--- src/rtl/dmem_arbiter.sv ---
// Round-robin arbiter/sequencer between the CPU load/store port (A) and the debug/DMA port (B)
// in front of the single-port data memory; one access in flight, IDLE -> ISSUE -> RESP.
module dmem_arbiter #(
    parameter int unsigned ADDR_LIMIT = 64
) (
    input  logic        clk,
    input  logic        rst,
    input  logic        a_req,
    input  logic        a_we,
    input  logic [31:0] a_addr,
    input  logic [31:0] a_wdata,
    input  logic [1:0]  a_size,
    input  logic        a_uns,
    output logic        a_rsp_valid,
    output logic        a_rsp_err,
    output logic [31:0] a_rdata,
    input  logic        b_req,
    input  logic        b_we,
    input  logic [31:0] b_addr,
    input  logic [31:0] b_wdata,
    input  logic [1:0]  b_size,
    input  logic        b_uns,
    output logic        b_rsp_valid,
    output logic        b_rsp_err,
    output logic [31:0] b_rdata,
    output logic [31:0] mem_addr,
    output logic [31:0] mem_write_data,
    output logic        mem_read,
    output logic        mem_write,
    output logic [1:0]  mem_size,
    output logic        mem_signed_unsigned,
    input  logic [31:0] mem_read_data,
    output logic [1:0]  dbg_state
);

    typedef enum logic [1:0] {
        IDLE  = 2'd0,
        ISSUE = 2'd1,
        RESP  = 2'd2
    } state_t;

    state_t      state, state_nxt;
    logic        last_grant;   // 0 = A, 1 = B
    logic        cur;          // port owning the access in flight
    logic        lat_we;
    logic [31:0] lat_addr;
    logic [31:0] lat_wdata;
    logic [1:0]  lat_size;
    logic        lat_uns;
    logic        lat_err;

    logic        sel_b;
    logic        sel_we;
    logic [31:0] sel_addr;
    logic [31:0] sel_wdata;
    logic [1:0]  sel_size;
    logic        sel_uns;
    logic        sel_err;
    logic [31:0] rsp_data;

    // On a tie the port that did not win last time gets the grant.
    always_comb begin
        sel_b     = b_req && (!a_req || !last_grant);
        sel_we    = sel_b ? b_we    : a_we;
        sel_addr  = sel_b ? b_addr  : a_addr;
        sel_wdata = sel_b ? b_wdata : a_wdata;
        sel_size  = sel_b ? b_size  : a_size;
        sel_uns   = sel_b ? b_uns   : a_uns;
        sel_err   = (sel_size == 2'b00) || (sel_addr >= 32'(ADDR_LIMIT));
    end

    always_comb begin
        state_nxt = state;
        case (state)
            IDLE:    if (a_req || b_req) state_nxt = ISSUE;
            ISSUE:   state_nxt = RESP;
            RESP:    state_nxt = IDLE;
            default: state_nxt = IDLE;
        endcase
    end

    always_ff @(posedge clk or posedge rst) begin
        if (rst) begin
            state      <= IDLE;
            last_grant <= 1'b1;
            cur        <= 1'b0;
            lat_we     <= 1'b0;
            lat_addr   <= '0;
            lat_wdata  <= '0;
            lat_size   <= 2'b00;
            lat_uns    <= 1'b0;
            lat_err    <= 1'b0;
        end else begin
            state <= state_nxt;
            if (state == IDLE && (a_req || b_req)) begin
                cur        <= sel_b;
                last_grant <= sel_b;
                lat_we     <= sel_we;
                lat_addr   <= sel_addr;
                lat_wdata  <= sel_wdata;
                lat_size   <= sel_size;
                lat_uns    <= sel_uns;
                lat_err    <= sel_err;
            end
        end
    end

    // Outputs decode straight from the state register so reset clears them asynchronously.
    always_comb begin
        mem_addr            = '0;
        mem_write_data      = '0;
        mem_read            = 1'b0;
        mem_write           = 1'b0;
        mem_size            = 2'b00;
        mem_signed_unsigned = 1'b0;
        a_rsp_valid         = 1'b0;
        a_rsp_err           = 1'b0;
        a_rdata             = '0;
        b_rsp_valid         = 1'b0;
        b_rsp_err           = 1'b0;
        b_rdata             = '0;
        rsp_data            = (lat_err || lat_we) ? 32'd0 : mem_read_data;
        if (state == ISSUE && !lat_err) begin
            mem_addr            = lat_addr;
            mem_write_data      = lat_we ? lat_wdata : 32'd0;
            mem_size            = lat_size;
            mem_read            = !lat_we;
            mem_write           = lat_we;
            mem_signed_unsigned = lat_we ? 1'b0 : lat_uns;
        end
        if (state == RESP) begin
            if (cur) begin
                b_rsp_valid = 1'b1;
                b_rsp_err   = lat_err;
                b_rdata     = rsp_data;
            end else begin
                a_rsp_valid = 1'b1;
                a_rsp_err   = lat_err;
                a_rdata     = rsp_data;
            end
        end
    end

    assign dbg_state = state;

endmodule
--- config.mk ---
export PLATFORM = sky130hd
export DESIGN_NAME = dmem_arbiter
export DESIGN_NICKNAME = d
export VERILOG_FILES = /design/src/rtl/dmem_arbiter.sv
export SDC_FILE = /design/constraint.sdc
export NUM_CORES = 1
export LEC_CHECK = 0
export BUFFER_PORTS_ARGS = -buffer_cell sky130_fd_sc_hd__buf_2
export CAP_MARGIN = 40
export CORE_AREA = 2 2 119 121
export CTS_BUF_LIST = sky130_fd_sc_hd__clkbuf_8 sky130_fd_sc_hd__clkbuf_16
export CTS_CLUSTER_SIZE = 8
export DETAILED_ROUTE_END_ITERATION = 16
export DIE_AREA = 0 0 121 123
export PLACE_DENSITY = 0.66
export SETUP_SLACK_MARGIN = 0.5
export SYNTH_ARGS = -nofsm -noshare
export SYNTH_HDL_FRONTEND = slang
export SYNTH_SLANG_ARGS = --single-unit
--- constraint.sdc ---
create_clock -name clk -period 2.9 [get_ports clk]
set_input_delay 0.145 -clock clk [delete_from_list [all_inputs] [get_ports clk]]
set_output_delay 0.145 -clock clk [all_outputs]
set_load 0.01 [all_outputs]
==> metrics.txt, run 1 <==
outcome complete, no violations; post-synth top area share 0.4031; M1 WL 6220 µm; crit start category register; Cell Rows 43; Slew Limit Fails 0; synth unique cells 29; Setup crit end kind output pin; Routed WL 15640 µm; syn_nets 671; Hold Crit Class input port to register; max-cap viol count 0; Mapped Cells 499; launch point of the worst reg-to-reg path last_grant$_DFFE_PP1P_; Post-synth EDFFs 0; final antenna-violating net count 0; routed vias/inst 4.762; Core Area 0.01361 mm²; Synth Area per Inst 8.956 µm²; final hold vios 0; # fillers about 1400; layout cells sized above 1 0.4369; drt first pass iters 4; H-tree depth 3; multi-input logic area about 0.0024 mm²; io pins 311; sink of the worst hold path lat_addr[3]$_DFFE_PP0P_; Mapped Area 0.004469 mm²; critical-path cell list nand2b_1 -> nor2_4 -> buf_4 -> and3_1 -> buf_2; register area 0.001828 mm²; HP Start a_addr[3]; n_diodes 0; Switching Power 1.562 mW; die area 0.01488 mm²; reg2reg end lat_wdata[23]$_DFFE_PP0P_; Clock Power Share 0.253; highest-count cells in the layout ignoring fill and taps buf_2, and3_1, nand2_1; sw frac 0.3597; Buffers on Ports between 300 and 400; Seq cells post-synth 73; Slew @ Worst Pin 908.4 ps; Cell Int Power 2.780 mW; highest clock rate 0.4491 GHz; RSZ-0062 raised after global routing false; largest net degree at the start of global routing 78; Critical Path RT about 2800 ps; WHS Path Cells 3; CP arrival 2080 ps; Yosys Warn Count 0; crit path kind register to output pin; CP peak stage delay 420 ps; Seq pwr share 0.420; total CTS buffers 9; Max FO, Critical Path 21; Post-CTS Setup Bufs 0; uppermost layer routed met4; routability cong. 0.9498; via count of the routed design 4629; top post-synthesis cells by area dfrtp_1, mux2i_1, and3_1; Clock transition at path regs around 50 ps; GRT Util Overall 0.1951; area grow syn2layout 43.39%; post-route minimum period 2227 ps; Detailed Place HPWL 12160 µm; die height 123 µm; sequential share of the synthesized area 0.4090; part of the power in combinational logic 0.327; total power 4.342 mW; Final Setup Violations 0; DR WL met3 984 µm; Reg2Reg Setup Slack around 1100 ps; R2R depth 4; Sink Count 73; per-cell routed wire length 16.09 µm; Crit-path slowest cell nor2_4; vias in the first global route 4180; setup tns final 0 ps; DRC 0; dominant cell type by area after synthesis dfrtp_1; met2 routed WL around 8000 µm; ys flop type dfrtp_1; total gr overflow 0; Max Buffers Root-to-Sink 2; Post-synth ARST share 1.000; initial antenna violation count 0; # nets final 960; CTS tree yes; commonest non-fill, non-tap cell in the layout buf_2; PwrDens approximately 680 mW/mm²; DR iter-0 viols 163; root buf cell clkbuf_16; die width 121 µm; P_leak 3.938 nW; fin crit share 0.7678; clk_lat worst skew 330 ps; slew margin rel. 0.3944; VDD IR-drop max 396.4 µV; initial core utilization 0.3283; first-pass GRT wire length 21960 µm; clk_skew 6.635 ps
metrics by stage:
step | area [µm²] | cells | util | setup WS (ps) | hold slack [ps]
detailed placement | 6096 | 955 | 0.4478 | 931.1 | 200.1
global placement | 6076 | 954 | 0.4464 | 1015 | 415.2
floorplan | 4469 | 499 | - | 903.4 | 327.2
finish | 6409 | 972 | 0.4708 | 673.4 | 84.64
CTS | 6402 | 971 | 0.4704 | 567.1 | 72.52
global route | 6409 | 972 | 0.4708 | 545.6 | 79.66
layout make-up:
type                       instances  area share
multi-input combinational        377      0.3706
tap                              180     0.03514
clock buffer                      11     0.03944
timing repair buffer             324      0.2608
inverter                           3    0.001952
clock inverter                     4    0.006833
sequential                        73      0.2852
cell usage after synthesis, types with 2 or more instances:
cell type / n
and3_1: 97
clkbuf_2: 4
nand2b_1: 2
o211ai_1: 2
and2_1: 37
mux2i_1: 69
clkbuf_1: 17
buf_6: 8
inv_1: 2
nand2_1: 74
nor4_1: 12
buf_4: 2
o21ai_0: 8
nor2_1: 5
dfrtp_1: 72
buf_2: 15
o21ai_1: 60
nand4_1: 2
how the worst max path moves through the flow:
stage / startpoint / to / slack (ps) / cells after the start
5_1_grt: dbg_state[1]$_DFFE_PP0P_ / mem_write_data[31] / 550 / 5
3_5_place_dp: dbg_state[1]$_DFFE_PP0P_ / mem_write_data[19] / 930 / 5
3_3_place_gp: dbg_state[1]$_DFFE_PP0P_ / mem_write_data[7] / 1010 / 5
2_1_floorplan: rst / cur$_DFFE_PP0P_ / 900 / 1
4_1_cts: dbg_state[1]$_DFFE_PP0P_ / mem_write_data[19] / 570 / 5
6_report: dbg_state[1]$_DFFE_PP0P_ / mem_write_data[19] / 670 / 5
flip-flops by register name (all words and copies together) (netlist names):
name	count
lat_err	1
last_grant	1
dbg_state	2
lat_we	1
lat_uns	1
lat_wdata	32
lat_size	2
cur	1
lat_addr	32
critical path, delay by kind of cell, from the launching register on:
| family | cells | cell delay [ps] |
|---|---|---|
| DFF | 1 | 400 |
| and+or+nand+nor | 3 | 900 |
| buffers and inverters | 2 | 430 |
routing by layer:
metal	track usage	vias to the layer above
met5	0	-
met1	0.2290	2074
met3	0.02814	24
met4	0.1010	0
li1	-	2325
met2	0.3466	206
cells by family after synthesis:
kind of cell,Yosys count,synth area share
buffers and inverters,50,0.06607
AO/OA/AOI/OAI,74,0.08679
multiplexers,69,0.1545
AND/OR/NAND/NOR,233,0.2836
flip-flops,73,0.4090
power groups by stage:
| stage | clock network (mW) | logic [mW] | registers [mW] |
|---|---|---|---|
| floorplan | 0 | 1.14 | 1.71 |
| global placement | 0 | 1.40 | 1.84 |
| detailed placement | 0 | 1.45 | 1.83 |
| CTS | 1.14 | 1.44 | 1.83 |
| global route | 1.19 | 1.63 | 1.89 |
| finish | 1.10 | 1.42 | 1.82 |
repair_timing:
action                     4_1_cts  5_1_grt
resized for setup                0        0
hold endpoints to repair        27        0
hold buffers                     1        0
setup endpoints to repair        0       16
Power figures use the tool's default switching activity.
==> run 2, diff against run 1 <==
CORE_AREA = 2 2 122 124   (was 2 2 119 121)
DIE_AREA = 0 0 124 126   (was 0 0 121 123)
clock period = 1.8 ns   (was 2.9 ns; I/O delays follow)
==> run 2 against run 1 <==
Net effect: worst setup slack lost 570 ps; wire length grew 30%; clock skew rose by 4.1 ps; sequential power increased by 62%; cell area up 32%; sequential cell count did not move; core utilization grew 12 points; non-clock buffer count increased by 77; sequential share of layout area is 6.8 points lower; die area up 5.0%; highest routed layer unchanged.
==> metrics.txt, run 2 (same netlist as run 1, synthesis figures left out) <==
outcome complete, no violations; Detailed Place HPWL 11630 µm (-4.3%); crit path kind register to output pin; PwrDens 1260 mW/mm² (+86%); initial core utilization 0.3122 (-0.01610); area grow syn2layout 88.69%; root buf cell clkbuf_16; slew margin rel. 0.6872 (+0.2928); RSZ-0062 raised after global routing true; CP peak stage delay 370 ps (-50 ps); highest clock rate 0.5896 GHz; R2R depth 9 (+5); Slew Limit Fails 0 (unchanged); die width 124 µm (+2.5%); Core Area 0.01431 mm² (+5.2%); largest net degree at the start of global routing 74 (-5.1%); WHS Path Cells 3 (unchanged); family with the most delay on the worst path buffers and inverters; sink of the worst hold path lat_wdata[31]$_DFFE_PP0P_; layout cells sized above 1 0.5867 (+0.1498); CP Depth 7 (+2); die height 126 µm (+2.4%); Cell Count, Final, Fillers Out 1057 (+8.7%); crit start category register; routed vias/inst 5.117 (+7.5%); Slew @ Worst Pin 465.0 ps (-443.4 ps); routability cong. 0.9016 (-5.1%); CTS tree yes; Cell Rows 44 (+2.3%); Buffers on Ports 310 (unchanged); Critical Path RT 1710 ps (-1050 ps); final hold vios 0 (unchanged); Sink Count 73 (unchanged); Crit-path slowest cell dfrtp_1; Routed WL 20320 µm (+30%); die area 0.01562 mm² (+5.0%); io pins 311 (unchanged); H-tree depth 3 (unchanged); HP Start a_wdata[31]; Hold Crit Class input port to register; final antenna-violating net count 0 (unchanged); highest-count cells in the layout ignoring fill and taps buf_2, and3_1, dfrtp_1; max-cap viol count 0 (unchanged); top flop regs lat_addr (32), lat_wdata (32); clk_skew 10.74 ps (+4.101 ps); DRC 0 (unchanged); Final Setup Violations 0 (unchanged); # nets final 1039 (+8.2%); initial antenna violation count 3 (+3); total gr overflow 0 (unchanged); Max FO, Critical Path 5 (-76%); Reg2Reg Setup Slack 160 ps (-980 ps); post-route minimum period 1696 ps; critical path buffer and inverter count 4 (+2); commonest non-fill, non-tap cell in the layout buf_2; reg2reg end lat_wdata[15]$_DFFE_PP0P_; VDD IR-drop max 566.9 µV (+43%); GRT Util Overall 0.2508 (+0.05562); first-pass GRT wire length 29210 µm (+33%); critical-path cell list nand2b_4 -> nor2_4 -> buf_12 -> buf_8 -> clkbuf_16 -> and2_1 -> buf_6; DR iter-0 viols 258 (+58%); total CTS buffers 9 (unchanged); vias in the first global route 5248 (+26%); dpl cells 961 (+0.63%); P_leak 4.718 nW (+20%); fin crit share 0.9423; via count of the routed design 5409 (+17%); setup tns final 0 ps (unchanged); drt first pass iters 8 (+4); launch point of the worst reg-to-reg path dbg_state[0]$_DFFE_PP0P_; clk_lat worst skew 330 ps (about the same); Max Buffers Root-to-Sink 2 (unchanged); Clock transition at path regs 60 ps (about the same); Setup crit end kind output pin; CP arrival 1610 ps (-470 ps); per-cell routed wire length 19.22 µm (+19%)
## run 2: layer usage
metal  wire, µm  vias up  track usage
li1           -     2500            -
met1       7657     2623       0.2934
met2      10880      247       0.4541
met3       1300       39      0.04212
met4        483        0      0.09121
met5          0        -            0
## run 2: area by class of cell
cell class                 instances  area [µm²]
multi-input combinational        379        2731
tap                              184       230.2
sequential                        73        1832
clock inverter                     5       103.9
clock buffer                      10       239.0
timing repair buffer             401        3272
fill                            1238        5881
inverter                           3       20.02
antenna                            2       5.005
## run 2: power breakdown
part	internal [mW]	switching [mW]	total, mW
combinational	3.05	2.55	5.59
clock	1.38	0.701	2.09
sequential	2.46	0.483	2.95
## run 2: worst max path at each step
stage,startpoint,end,slack (ps)
2_1_floorplan,dbg_state[1]$_DFFE_PP0P_,mem_addr[10],490
3_3_place_gp,last_grant$_DFFE_PP1P_,lat_wdata[21]$_DFFE_PP0P_,330
3_5_place_dp,last_grant$_DFFE_PP1P_,lat_wdata[24]$_DFFE_PP0P_,300
4_1_cts,dbg_state[1]$_DFFE_PP0P_,mem_addr[18],80
5_1_grt,dbg_state[1]$_DFFE_PP0P_,mem_addr[18],30
6_report,dbg_state[1]$_DFFE_PP0P_,mem_addr[6],100
## run 2: timing repair
item / CTS / global route
gates resized for setup: 157 / 42
gates cloned: 28 / 4
endpoints found under the hold margin: 72 / 0
pin swaps: 46 / 18
setup buffers: 43 / 3
hold buffers: 1 / 0
setup endpoints to repair: 201 / 209
## run 2: worst register-to-register path, stage by stage, from the launching register on
cell,delay [ps]
dfrtp_2,440
buf_6,130
buf_6,110
nor2_4,90
buf_6,130
o21ai_4,100
buf_6,180
buf_12,130
buf_16,130
o21ai_2,130
## run 2: per-stage QoR
stage	power [mW]	utilization	cell area (µm²)	setup slack, ps	hold WS [ps]
3_5_place_dp	5.365	0.4318	6181	299.9	236.1
6_report	10.62	0.5892	8433	103.8	34.15
2_1_floorplan	4.599	-	4476	489.4	272.2
5_1_grt	11.21	0.5892	8433	26.25	25.93
3_3_place_gp	5.249	0.4318	6181	329.9	238.4
4_1_cts	10.36	0.5702	8162	81.82	21.90
